File: src/rtl/gpio_config_loader.sv
// gpio_config_loader
//   Sequencer for the user-project I/O configuration shift chains. On a start
//   request it fetches one configuration word per pad from the SoC register
//   file and shifts it serially, MSB first, into two chains: chain 1 gets
//   pad 18 first down to pad 0, chain 2 gets pad 19 first up to pad 37. It
//   then strobes loader_load to move the chains into the pad control latches.
//
// Ports
//   clk, reset            : system clock, asynchronous active-high reset
//   start, abort          : one-cycle transfer request / synchronous cancel
//   busy, done            : transfer in progress / one-cycle completion pulse
//   cfg_addr_1/2          : pad index presented to the register file
//   cfg_data_1/2          : combinational read data for cfg_addr_1/2
//   loader_resetn         : chain reset, active-low
//   loader_clock          : chain shift clock
//   loader_data_1/2       : serial data for chain 1 / chain 2
//   loader_load           : latch strobe into the pad control registers
module gpio_config_loader #(
  parameter int unsigned PADS_PER_CHAIN = 19,
  parameter int unsigned CFG_BITS       = 13,
  parameter int unsigned CLK_DIV        = 1
) (
  input  logic                clk,
  input  logic                reset,
  input  logic                start,
  input  logic                abort,
  output logic                busy,
  output logic                done,
  output logic [5:0]          cfg_addr_1,
  output logic [5:0]          cfg_addr_2,
  input  logic [CFG_BITS-1:0] cfg_data_1,
  input  logic [CFG_BITS-1:0] cfg_data_2,
  output logic                loader_resetn,
  output logic                loader_clock,
  output logic                loader_data_1,
  output logic                loader_data_2,
  output logic                loader_load
);

  localparam int unsigned DivW = (CLK_DIV > 1) ? $clog2(CLK_DIV) : 1;
  localparam int unsigned BitW = (CFG_BITS > 1) ? $clog2(CFG_BITS) : 1;
  localparam int unsigned PadW = (PADS_PER_CHAIN > 1) ? $clog2(PADS_PER_CHAIN) : 1;

  localparam logic [DivW-1:0] DivLast    = DivW'(CLK_DIV - 1);
  localparam logic [BitW-1:0] BitLast    = BitW'(CFG_BITS - 1);
  localparam logic [PadW-1:0] PadLast    = PadW'(PADS_PER_CHAIN - 1);
  localparam logic [5:0]      AddrFirst1 = 6'(PADS_PER_CHAIN - 1);
  localparam logic [5:0]      AddrFirst2 = 6'(PADS_PER_CHAIN);
  localparam logic [5:0]      AddrLast2  = 6'(2 * PADS_PER_CHAIN - 1);

  typedef enum logic [2:0] {
    StIdle,
    StClear,
    StShiftLo,
    StShiftHi,
    StLoad,
    StFinish
  } state_t;

  state_t              state;
  logic [DivW-1:0]     div_cnt;
  logic [BitW-1:0]     bit_cnt;
  logic [PadW-1:0]     pad_cnt;
  logic [CFG_BITS-1:0] sreg_1;
  logic [CFG_BITS-1:0] sreg_2;

  logic div_last;
  assign div_last = (div_cnt == DivLast);

  always_ff @(posedge clk or posedge reset) begin
    if (reset) begin
      state         <= StIdle;
      div_cnt       <= '0;
      bit_cnt       <= '0;
      pad_cnt       <= '0;
      sreg_1        <= '0;
      sreg_2        <= '0;
      busy          <= 1'b0;
      done          <= 1'b0;
      cfg_addr_1    <= AddrFirst1;
      cfg_addr_2    <= AddrFirst2;
      loader_resetn <= 1'b0;
      loader_clock  <= 1'b0;
      loader_data_1 <= 1'b0;
      loader_data_2 <= 1'b0;
      loader_load   <= 1'b0;
    end else begin
      // Chain reset is only asserted while dwelling in StClear.
      loader_resetn <= 1'b1;
      done          <= 1'b0;

      // busy is high exactly in StClear..StLoad, so it doubles as the abort qualifier.
      if (busy && abort) begin
        state        <= StIdle;
        busy         <= 1'b0;
        loader_clock <= 1'b0;
        loader_load  <= 1'b0;
        div_cnt      <= '0;
        cfg_addr_1   <= AddrFirst1;
        cfg_addr_2   <= AddrFirst2;
      end else begin
        unique case (state)
          StIdle: begin
            if (start) begin
              state         <= StClear;
              busy          <= 1'b1;
              loader_resetn <= 1'b0;
              div_cnt       <= '0;
              bit_cnt       <= '0;
              pad_cnt       <= '0;
            end
          end

          StClear: begin
            if (div_last) begin
              // Enter the first low phase and capture the first word of each chain.
              state         <= StShiftLo;
              div_cnt       <= '0;
              sreg_1        <= {cfg_data_1[CFG_BITS-2:0], 1'b0};
              sreg_2        <= {cfg_data_2[CFG_BITS-2:0], 1'b0};
              loader_data_1 <= cfg_data_1[CFG_BITS-1];
              loader_data_2 <= cfg_data_2[CFG_BITS-1];
              if (cfg_addr_1 != 6'd0)      cfg_addr_1 <= cfg_addr_1 - 6'd1;
              if (cfg_addr_2 != AddrLast2) cfg_addr_2 <= cfg_addr_2 + 6'd1;
            end else begin
              div_cnt       <= div_cnt + DivW'(1);
              loader_resetn <= 1'b0;
            end
          end

          StShiftLo: begin
            if (div_last) begin
              state        <= StShiftHi;
              div_cnt      <= '0;
              loader_clock <= 1'b1;
            end else begin
              div_cnt <= div_cnt + DivW'(1);
            end
          end

          StShiftHi: begin
            if (div_last) begin
              div_cnt      <= '0;
              loader_clock <= 1'b0;
              if ((bit_cnt == BitLast) && (pad_cnt == PadLast)) begin
                state       <= StLoad;
                loader_load <= 1'b1;
              end else if (bit_cnt == BitLast) begin
                // Word boundary: capture the next pad's word, advance the address.
                state         <= StShiftLo;
                bit_cnt       <= '0;
                pad_cnt       <= pad_cnt + PadW'(1);
                sreg_1        <= {cfg_data_1[CFG_BITS-2:0], 1'b0};
                sreg_2        <= {cfg_data_2[CFG_BITS-2:0], 1'b0};
                loader_data_1 <= cfg_data_1[CFG_BITS-1];
                loader_data_2 <= cfg_data_2[CFG_BITS-1];
                if (cfg_addr_1 != 6'd0)      cfg_addr_1 <= cfg_addr_1 - 6'd1;
                if (cfg_addr_2 != AddrLast2) cfg_addr_2 <= cfg_addr_2 + 6'd1;
              end else begin
                state         <= StShiftLo;
                bit_cnt       <= bit_cnt + BitW'(1);
                sreg_1        <= {sreg_1[CFG_BITS-2:0], 1'b0};
                sreg_2        <= {sreg_2[CFG_BITS-2:0], 1'b0};
                loader_data_1 <= sreg_1[CFG_BITS-1];
                loader_data_2 <= sreg_2[CFG_BITS-1];
              end
            end else begin
              div_cnt <= div_cnt + DivW'(1);
            end
          end

          StLoad: begin
            if (div_last) begin
              state       <= StFinish;
              div_cnt     <= '0;
              loader_load <= 1'b0;
              busy        <= 1'b0;
              done        <= 1'b1;
              cfg_addr_1  <= AddrFirst1;
              cfg_addr_2  <= AddrFirst2;
            end else begin
              div_cnt <= div_cnt + DivW'(1);
            end
          end

          StFinish: begin
            state <= StIdle;
          end

          default: begin
            state <= StIdle;
          end
        endcase
      end
    end
  end

endmodule
File: config.mk
export PLATFORM = sky130hd
export DESIGN_NAME = gpio_config_loader
export DESIGN_NICKNAME = d
export VERILOG_FILES = /design/src/rtl/gpio_config_loader.sv
export SDC_FILE = /design/constraint.sdc
export NUM_CORES = 1
export LEC_CHECK = 0
export ABC_AREA = 1
export CORE_MARGIN = 5
export CORE_UTILIZATION = 54
export CTS_CLUSTER_DIAMETER = 200
export DETAILED_ROUTE_END_ITERATION = 7
export PLACE_DENSITY = 0.86
export SLEW_MARGIN = 20
export SYNTH_ARGS = -nofsm -noshare
export SYNTH_HDL_FRONTEND = slang
export SYNTH_SLANG_ARGS = --single-unit
File: constraint.sdc
create_clock -name clk -period 2.2 [get_ports clk]
set_input_delay 0.22 -clock clk [delete_from_list [all_inputs] [get_ports clk]]
set_output_delay 0.22 -clock clk [all_outputs]
set_load 0.005 [all_outputs]
Yosys cells after proc, flatten, opt, wreduce, memory -nomap -nowiden
Index checks and enable logic that the tools add are counted.

storage, ports and cells
  logic and storage cells = 137
  input port bits = 30
  register bits after elaboration = 58
  output and inout port bits = 19

operators by class
  add/subtract/negate cells = 5
  eq/ne operators = 20
  bitwise logic cells = 1
  multiplexer cells = 75
  reduce and logical (&&, ||, !) cells = 21

operators by type and width
  operator               count
  $mux W13               8
  $mux W6                14
  $pmux W13 S2           2
  $pmux W6 S3            2
  $mux W1                24
  $ne A3 B3 Y1 const B   8
  $mux W3                7
  $mux W5                4
  $mux W4                4
  $pmux W3 S5            1
  $reduce_and A5 Y1      3
  $pmux W1 S2            7
  $reduce_and A6 Y1      2
  $reduce_bool A3 Y1     4
  $ne A2 B2 Y1 const B   5
  $pmux W5 S2            1
  $pmux W4 S2            1
  $add A6 B1 Y6 const B  1
  $eq A3 B2 Y1 const B   2
  $ne A6 B6 Y1 const B   1
  $reduce_and A3 Y1      2
  $reduce_bool A6 Y1     1
  $sub A6 B1 Y6 const B  1
  $add A5 B1 Y5 const B  1
  other kinds (14)       16

Depth between registers and ports, before layout
Gate-level depths: netlist (run 1).

  word-level depth = 7
  gate-level depth with buffers = 12

Worst setup path after synthesis (run 1)
OpenSTA, ideal clock, no wires.

  kind = reg-to-reg
  from = reg bit_cnt[0]
  to = reg cfg_addr_1[3]
  library setup time = 117 ps
  clock period less this slack = 1579 ps
  required time = 2083 ps
  buffers on the path = 1
  setup slack = 621 ps
  arrival = 1462 ps
  cell stages (with the launch flop) = 10
  cell sequence = dfrtp_1 > inv_1 > ha_1 > nand3_1 > bufinv_8 > a21oi_1 > nand2_2 > buf_2 > nand3_1 > nand2_1

on the way
  longest elaborated chain between the ends = 4
  elaborated cells on any way between the ends = 5
  classes of those cells = eq/ne: 3; reduce/logical: 2

ends and longest elaborated chain
  element                               line      RTL
  from (decl)                           62        logic [BitW-1:0] bit_cnt;
  from (signal assigned)                161       bit_cnt <= bit_cnt + BitW'(1);
  $eq A4 B4 Y1 *                        145, 148
  $logic_and A1 B1 Y1                   145       if ((bit_cnt == BitLast) && (pad_cnt == PadLast)) begin
  $ne A3 B3 Y1 (no source line)         --
  $reduce_and A6 Y1 (no source line) *  --
  to (signal assigned)                  123       if (cfg_addr_1 != 6'd0) cfg_addr_1 <= cfg_addr_1 - 6'd1;
  to (signal assigned)                  157       if (cfg_addr_1 != 6'd0) cfg_addr_1 <= cfg_addr_1 - 6'd1;
  to (signal assigned)                  179       cfg_addr_1 <= AddrFirst1;
  to (decl)                             29        output logic [5:0] cfg_addr_1,

Every way passes the cells marked *; elsewhere a longest branch is shown, timed or not.
A chain may end at the register's enable or synchronous reset.

Worst setup path in the final report (run 1)
  from = reg bit_cnt[0]
  to = reg sreg_1[9]

on the way
  longest elaborated chain between the ends = 5
  elaborated cells on any way between the ends = 8
  classes of those cells = eq/ne: 2; mux: 4; reduce/logical: 2

ends and longest elaborated chain
  element               line      RTL
  $eq A4 B4 Y1 *        145, 148
  $mux W13              148       end else if (bit_cnt == BitLast) begin
  $mux W13              145
  $mux W13              142       if (div_last) begin
  $pmux W13 S2          102       unique case (state)
  to (signal assigned)  119       sreg_1 <= {cfg_data_1[CFG_BITS-2:0], 1'b0};
  to (signal assigned)  153       sreg_1 <= {cfg_data_1[CFG_BITS-2:0], 1'b0};
  to (signal assigned)  162       sreg_1 <= {sreg_1[CFG_BITS-2:0], 1'b0};
  to (decl)             64        logic [CFG_BITS-1:0] sreg_1;

Every way passes the cells marked *; elsewhere a longest branch is shown, timed or not. The select of a mux whose other input is x is not followed.

==> flow_results.org, run 1 <==
** STA
- RSZ-0062 raised after global routing :: no
- Total count of hold-check failures in the final report :: 0
- At the pin with the least slew margin, the transition time is roughly 0.5 ns.
- Final setup vio count :: 0
- On the final layout, the worst clock skew is 0.01122 ns.
- Based on the critical path, the design can be clocked at up to approximately 550 MHz.
- Headroom to the max-slew limit came out at 66.91%.
- After layout, the worst path uses 82.13% of the clock period.
- Final slew viol count :: 0
- Setup total negative slack on the finished layout was measured at 0 ns.
- Final min period :: around 1.8 ns

** CTS
- Master cell of the clock root buffer :: sky130_fd_sc_hd__clkbuf_8
- For this design, the CTS-stage hold fixing added 0 buffers.
- In this run the deepest clock path goes through 2 buffers.
- Htree depth :: 2
- Cts repair resizes :: 0
- Clock latency at the later pin of the worst-skew pair :: 0.31 ns
- After clock tree synthesis, the clock-pin slew on the worst setup and hold paths is approximately 0.09 ns.
- The number of clock buffers added by TritonCTS is 5.
- Buffers added to address setup during post-CTS repair amount to 0.
- CTS tree :: done
- Counting every sink on the clock net gives 55.

** Synthesis
- Average footprint of a synthesized cell :: between 7 and 8 um^2
- The cell area that synthesis handed to floorplanning was between 3000 and 4000 um^2.
- Synthesized net count :: between 400 and 500
- Sequential share of the synthesized area :: between 40 and 50%
- Of the post-synthesis cell area, the part taken by muxes is 0%.
- The synthesized netlist contains 28 unique library cells.
- Post-synthesis simple-gate area fraction :: just over 40%
- Counting flops and latches in the post-synthesis netlist gives 55.
- Cell count after synthesis :: 413
- The synthesized netlist devotes under 10% of its cell area to adder and majority cells.
- The Yosys step of the flow raised 0 warnings.
- The synthesized netlist devotes 3.610% of its cell area to compound gates.
- Main combinational cell family by area after synthesis :: simple AND/OR/NAND/NOR gates
- Post-Synth XOR/XNOR Area :: under 10%

** GRT
- Remaining global-route overflow :: 0
- Number of global-route vias before repair :: approximately 2600
- Global routing consumed, over all layers together, 19.02% of the routing resources.
- Largest net degree at the start of global routing :: 29
- Global-route wire length before repair :: 11430 um
- Initial antenna violation count :: 0

** Floorplanning
- Die width :: 86 um
- The initial utilization of the core area, before any placement, comes to between 50% and 60%.
- In this run the count of I/O pins placed on the die edge is 49.
- Number of rows in the core area :: 27
- The total area inside the core boundary comes to about 5600 um^2.
- The die covers around 7400 um^2.
- The die is between 80 and 90 um tall.

** Cells and area
- The number of antenna diodes in the final layout is 0.
- Fillcell total :: roughly 470
- Layout Area Growth over Synthesis :: 19.66%
- The top cell types in the final layout, fill and taps aside, are 201 x sky130_fd_sc_hd__nand2_1, 50 x sky130_fd_sc_hd__dfrtp_1, 48 x sky130_fd_sc_hd__clkdlybuf4s50_1, 26 x sky130_fd_sc_hd__nand2_2, 25 x sky130_fd_sc_hd__nand3_1.
- Final design instance area without fill :: between 3000 and 4000 um^2
- Net count, final :: 501
- Multi-input logic area :: about 1500 um^2
- Layout cells sized above 1 :: around 13%
- Across the whole layout, storage elements account for between 1000 and 1500 um^2.
- The library cell used most frequently in the layout, excluding fill and tap cells, is sky130_fd_sc_hd__nand2_1.

** Run status
- The run finished with clean final reports.

** Critical path
- In this run the critical register-to-register path is launched from bit_cnt[0].
- Max FO, Critical Path :: 18
- The setup check on the worst reg-to-reg path leaves a slack of between 0.3 and 0.4 ns.
- The worst setup path is launched from a register.
- For the worst flop-to-flop path, the logic depth is 11.
- Type of the setup path with the least slack :: reg -> reg
- At the worst endpoint, the arrival time is 2.06 ns.
- Worst path required time :: 2.45 ns
- Endpoint class of the critical path :: register
- The endpoint identified for the worst register-to-register timing path is sreg_1[9].

** Power
- Peak supply drop :: ~0.59 mV
- Power per cell area :: 1292 nW/um^2
- In this run the static leakage power is between 1.5 and 2 nW.

** Detailed routing
- In the final routed layout, each cell accounts on average for 11.99 um.
- For this run, design rule violations remaining after detail routing come to 0.
- Detail-routed via count per cell :: between 5 and 6
- The final layout contains routed wiring with a total length of about 6400 um.
- Summing over every cut layer, the via total after detailed routing is around 2700.
- The detail route stage leaves a number of antenna-violating nets equal to 0.
- The first routing iteration left around 190 violations.
- The first detailed-routing pass took 5 iterations.

** Placement
- Routability-driven placement finished with a final weighted congestion of between 0.8 and 0.9.
- The count of buffers added on input and output ports is 48.
- HPWL after DPL :: around 4700 um
- Area of placed instances :: about 3700 um^2

** Flow run
- Across the run, the number of max-cap violations was 0.

** Worst hold path
- The tightest min-delay check is of the in -> async type.
## routing by layer
| metal | vias up | GRT usage [%] | share of wire (%) | wire length (um) |
|---|---|---|---|---|
| met2 | 84 | 32.94 | 50 | 3229 |
| met5 | - | 0 | 0 | 0 |
| met1 | 1260 | 23.89 | 43 | 2786 |
| met4 | 0 | 6.187 | 0.98 | 63 |
| li1 | 1374 | - | - | - |
| met3 | 6 | 3.458 | 5.4 | 348 |
## metrics by stage
step	cells	utilization (%)	setup slack, ns	hold WS, ns	power [mW]
after floorplan	413	-	0.6212	0.3750	3.658
after global placement	528	65.50	0.4637	0.4625	4.206
after detailed placement	528	65.50	0.3997	0.4726	4.316
after CTS	536	66.96	0.3766	0.2548	4.863
after global routing	536	66.96	0.2017	0.2995	5.308
final	536	66.96	0.3932	0.2436	4.820
## how the worst max path moves through the flow
stage / startpoint / end / slack, ns / cells past startpoint
2_1_floorplan: bit_cnt[0] / cfg_addr_1[3] / 0.62 / 9
3_3_place_gp: bit_cnt[0] / sreg_1[9] / 0.46 / 11
3_5_place_dp: bit_cnt[0] / sreg_1[1] / 0.40 / 9
4_1_cts: bit_cnt[0] / sreg_1[9] / 0.38 / 11
5_1_grt: bit_cnt[0] / sreg_2[6] / 0.20 / 11
6_report: bit_cnt[0] / sreg_1[9] / 0.39 / 11
## report_power, final
group | switching (mW) | total (mW) | internal [mW] | leakage, nW
clock network | 0.322 | 0.547 | 0.225 | 0.0422
registers | 0.345 | 1.78 | 1.44 | 0.691
logic | 1.47 | 2.49 | 1.02 | 1.23
## registers in the layout (all words and copies together) (netlist names)
register / count
bit_cnt: 4
busy: 1
cfg_addr_1: 6
cfg_addr_2: 6
done: 1
loader_clock: 1
loader_data_1: 1
loader_data_2: 1
loader_load: 1
loader_resetn: 1
pad_cnt: 5
sreg_1: 12
sreg_2: 12
state: 3
## critical path, stage by stage (launching register included)
cell	delay, ns
sky130_fd_sc_hd__dfrtp_1	0.42
sky130_fd_sc_hd__inv_1	0.10
sky130_fd_sc_hd__ha_1	0.16
sky130_fd_sc_hd__nand3_1	0.09
sky130_fd_sc_hd__bufinv_8	0.23
sky130_fd_sc_hd__nor2_8	0.03
sky130_fd_sc_hd__inv_2	0.24
sky130_fd_sc_hd__buf_4	0.23
sky130_fd_sc_hd__nand2_1	0.07
sky130_fd_sc_hd__nand2_1	0.06
sky130_fd_sc_hd__nand2_1	0.05
sky130_fd_sc_hd__nand2_1	0.07
## layout make-up
| class | count | area share (%) |
|---|---|---|
| sequential | 55 | 37.04 |
| tap | 72 | 2.414 |
| clock inverter | 1 | 0.1341 |
| inverter | 28 | 3.319 |
| timing repair buffer | 53 | 14.55 |
| clock buffer | 7 | 2.045 |
| multi-input combinational | 320 | 40.50 |
## kinds of logic (layout without fill, tap and decap cells)
| kind of cell | Yosys count | after routing |
|---|---|---|
| xor+xnor | 4 | 4 |
| compound gates | 18 | 18 |
| simple gates | 290 | 290 |
| fa+ha+maj | 8 | 8 |
| flops | 55 | 55 |
| buf+inv | 38 | 89 |
## cells in the mapped netlist (all sizes together)
master | count | share of area (%)
buf | 9 | 3.0
or2 | 3 | 0.60
nand3 | 27 | 5.1
nand2 | 228 | 30
nor3 | 3 | 0.48
bufinv | 1 | 0.56
xor2 | 1 | 0.28
clkinv | 1 | 0.28
a21oi | 8 | 1.3
nor3b | 1 | 0.24
nand4 | 4 | 0.80
dfrtp | 50 | 40
nor2 | 24 | 3.5
o21ai | 10 | 2.3
inv | 26 | 3.1
clkbuf | 1 | 0.24
dfstp | 5 | 4.2
ha | 8 | 3.2
xnor2 | 3 | 0.84
(Power assumes the default switching activity.)
==> inputs of run 2 (changes only) <==
- clock period: 2.2 -> 1.8 ns (I/O delays scaled with it)
==> run 2 against run 1 <==
Compared with the run above: power grew 26%; critical path type unchanged; largest power group unchanged; clock power rose by 30%; die area is the same; sequential share of layout area shrank 0.59 points; largest cell class unchanged.
==> flow_results.org, run 2 (synthesized netlist as in run 1, its figures left out) <==
** Run status
- Outcome :: completed

** STA
- Final min period :: ~1.7 ns
- Final Hold Slack :: approximately 0.24 ns
- For the final routed database, the setup TNS stands at 0 ns.
- Final slew viol count :: 0
- Highest achievable clock rate :: 599.5 MHz
- Measured against its own limit, the worst slew margin works out to 78.21%.
- RSZ-0062 raised after global routing :: yes
- Of the available clock period, the critical path in the final layout requires a little over 90%.
- Setup violations remaining at the end of the flow were counted as 0.
- Crit path setup slack, layout :: between 0.1 and 0.15 ns
- Total count of hold-check failures in the final report :: 0
- Worst slew pin tran :: 0.3260 ns
- On the final layout, the worst clock skew is approximately 0.0076 ns.

** GRT
- Largest net degree at the start of global routing :: between 50 and 60
- The initial antenna violation count came to 0.
- The via count of the first global-routing pass was 2735.
- Overall Global Routing Usage :: 18.92%
- The first global-routing pass estimated roughly 12000 um of wire.
- For this run the aggregate overflow at the end of global routing stands at 0.

** Critical path
- Type of the setup path with the least slack :: reg -> reg
- Max FO, Critical Path :: 14
- Delay contributed by the slowest stage of the critical path :: between 0.4 and 0.5 ns
- At the worst endpoint, the required time is around 2 ns.
- Walking the worst path, the cells encountered are inv_1, ha_1, nand2_1, inv_1, nand2_1, inv_1, nand3_4, nand2_2, buf_6, nand2_1, o21ai_0.
- Critical R2R Launch :: pad_cnt[0]
- STA classifies the critical path endpoint as a register.
- On the critical path, the stage with the largest delay is an instance of sky130_fd_sc_hd__dfrtp_1.
- Data arrives at the worst endpoint at 1.90 ns.
- The most critical setup path has its startpoint at pad_cnt[0].
- The worst setup path is launched from a register.

** Detailed routing
- Drt pass-1 iters :: 4
- Wires add up to ~6500 um.
- The final route contains about 2800 vias.
- After detailed routing, the average wire length per cell comes to around 12 um.
- After detailed routing, the number of remaining DRC violations is 0.
- In the routed layout, each cell is associated on average with a via count of approximately 5.1.
- Number of DRC violations after detailed-routing iteration 0 :: between 100 and 150
- Antenna Nets Post-Route :: 0

** Placement
- During placement, the flow inserted port buffers numbering 48.
- Minimum setup slack after placement :: 0.09577 ns
- HPWL after DPL :: 4613 um
- Final estimated routing congestion in global placement :: 0.8203
- Counting tap cells, the placed design contains a total of around 530 instances.

** CTS
- Htree depth :: 2
- For this design, the CTS-stage hold fixing added 0 buffers.
- Total clock buffers created by CTS :: 5
- CTS clk-pin slew, worst paths :: around 0.10 ns
- For the worst-skew pair, the clock arrives at the later sink with an insertion delay of 0.31 ns.
- Master cell of the clock root buffer :: sky130_fd_sc_hd__clkbuf_8
- Cts repair resizes :: 0
- Post-CTS timing repair inserted 0 buffers for setup.
- CTS tree :: done
- Clock Tree Buf Depth :: 2
- The clock drives 55 sinks.

** Power
- The internal power of the cells totals between 3 and 4 mW.
- Combinational logic is responsible for 52.3% of the overall power.
- The analysis attributes to cell leakage a power of roughly 2 nW.
- Summed over all nets, the switching power comes to 2.673 mW.
- The worst-case IR drop observed on VDD is around 0.75 mV.
- Sequential cells burn 36.0% of the power.
- Power per cell area :: around 1600 nW/um^2
- Clk network pwr share :: 11.7%
- Switching Fraction :: between 40% and 50%

** Floorplanning
- between 40 and 50 I/O pins were placed.
- The die covers roughly 7400 um^2.
- Once the floorplan was initialized, standard cells occupied between 50% and 60% of the core.
- Measured along the y axis, the die boundary spans between 80 and 90 um.
- Measured along the x axis, the die boundary spans roughly 86 um.
- Area of the core region :: ~5600 um^2
- In this run the core area contains 27 standard-cell rows.

** Cells and area
- Final Non-Filler Cells :: between 500 and 600
- 0 antenna diodes ended up in the layout.
- Layout cells sized above 1 :: about 14%
- Fillcell total :: between 400 and 500
- Layout Area Growth over Synthesis :: 21.58%
- The top cell types in the final layout, fill and taps aside, are 201 x sky130_fd_sc_hd__nand2_1, 50 x sky130_fd_sc_hd__dfrtp_1, 48 x sky130_fd_sc_hd__clkdlybuf4s50_1, 26 x sky130_fd_sc_hd__nand2_2, 25 x sky130_fd_sc_hd__nand3_1.
- For this run, the share of the core covered by cells in the final layout is between 60% and 70%.
- Net count, final :: 506
- Leaving out fill and tap cells, the most frequent cell in the layout is sky130_fd_sc_hd__nand2_1.
- The largest registers in the layout are sreg_1 x12, sreg_2 x12.

** Worst hold path
- The worst hold path belongs to the class in -> async.

** Flow run
- Maxcap violations :: 0
==> run 2: final timing paths <==
check	depth (start not counted)	end	slack, ns
worst min-delay path	3	loader_data_2	0.24
worst max register to register	11	sreg_1[1]	0.13
min in group clk	3	sreg_2[1]	0.44
worst max-delay path	11	sreg_1[1]	0.13
max in group asynchronous	3	cfg_addr_1[1]	1.28
worst min register to register	2	sreg_1[9]	0.49
==> run 2: layout make-up <==
cell class | count | area [um^2] | share of cell area (%)
clock buffer | 7 | 86.33 | 2.276
clock inverter | 1 | 8.758 | 0.2309
timing repair buffer | 57 | 571.8 | 15.08
multi-input combinational | 321 | 1526 | 40.25
inverter | 28 | 126.4 | 3.332
tap | 72 | 90.09 | 2.375
sequential | 55 | 1383 | 36.46
==> run 2: layer usage <==
layer | global-route usage [%] | vias to the layer above | routed length (um)
met2 | 33.08 | 70 | 3230
met3 | 4.131 | 13 | 361
met5 | 0 | - | 0
li1 | - | 1384 | -
met1 | 23.00 | 1301 | 2841
met4 | 6.331 | 0 | 114
==> run 2: worst max-delay path: cells and delay by family, from the launching register on <==
kind	cells	cell delay [ns]
buffers and inverters	4	0.47
and+or+nand+nor	5	0.47
DFF	1	0.42
adders and majority gates	1	0.14
AOI/OAI and AO/OA	1	0.07
==> run 2: metrics by stage <==
stage                     total power, mW  instance area [um^2]
after detailed placement            5.291                  3669
after global placement              5.176                  3669
after floorplan                     4.471                  3119
after global routing                6.659                  3792
after CTS                           6.007                  3764
final                               6.063                  3792
==> run 2: power groups by stage <==
| stage | Clock (mW) | Combinational [mW] | Sequential [mW] |
|---|---|---|---|
| after floorplan | 0 | 2.34 | 2.13 |
| after global placement | 0 | 3.00 | 2.17 |
| after detailed placement | 0 | 3.10 | 2.19 |
| after CTS | 0.721 | 3.11 | 2.17 |
| after global routing | 0.771 | 3.64 | 2.25 |
| final | 0.712 | 3.17 | 2.18 |
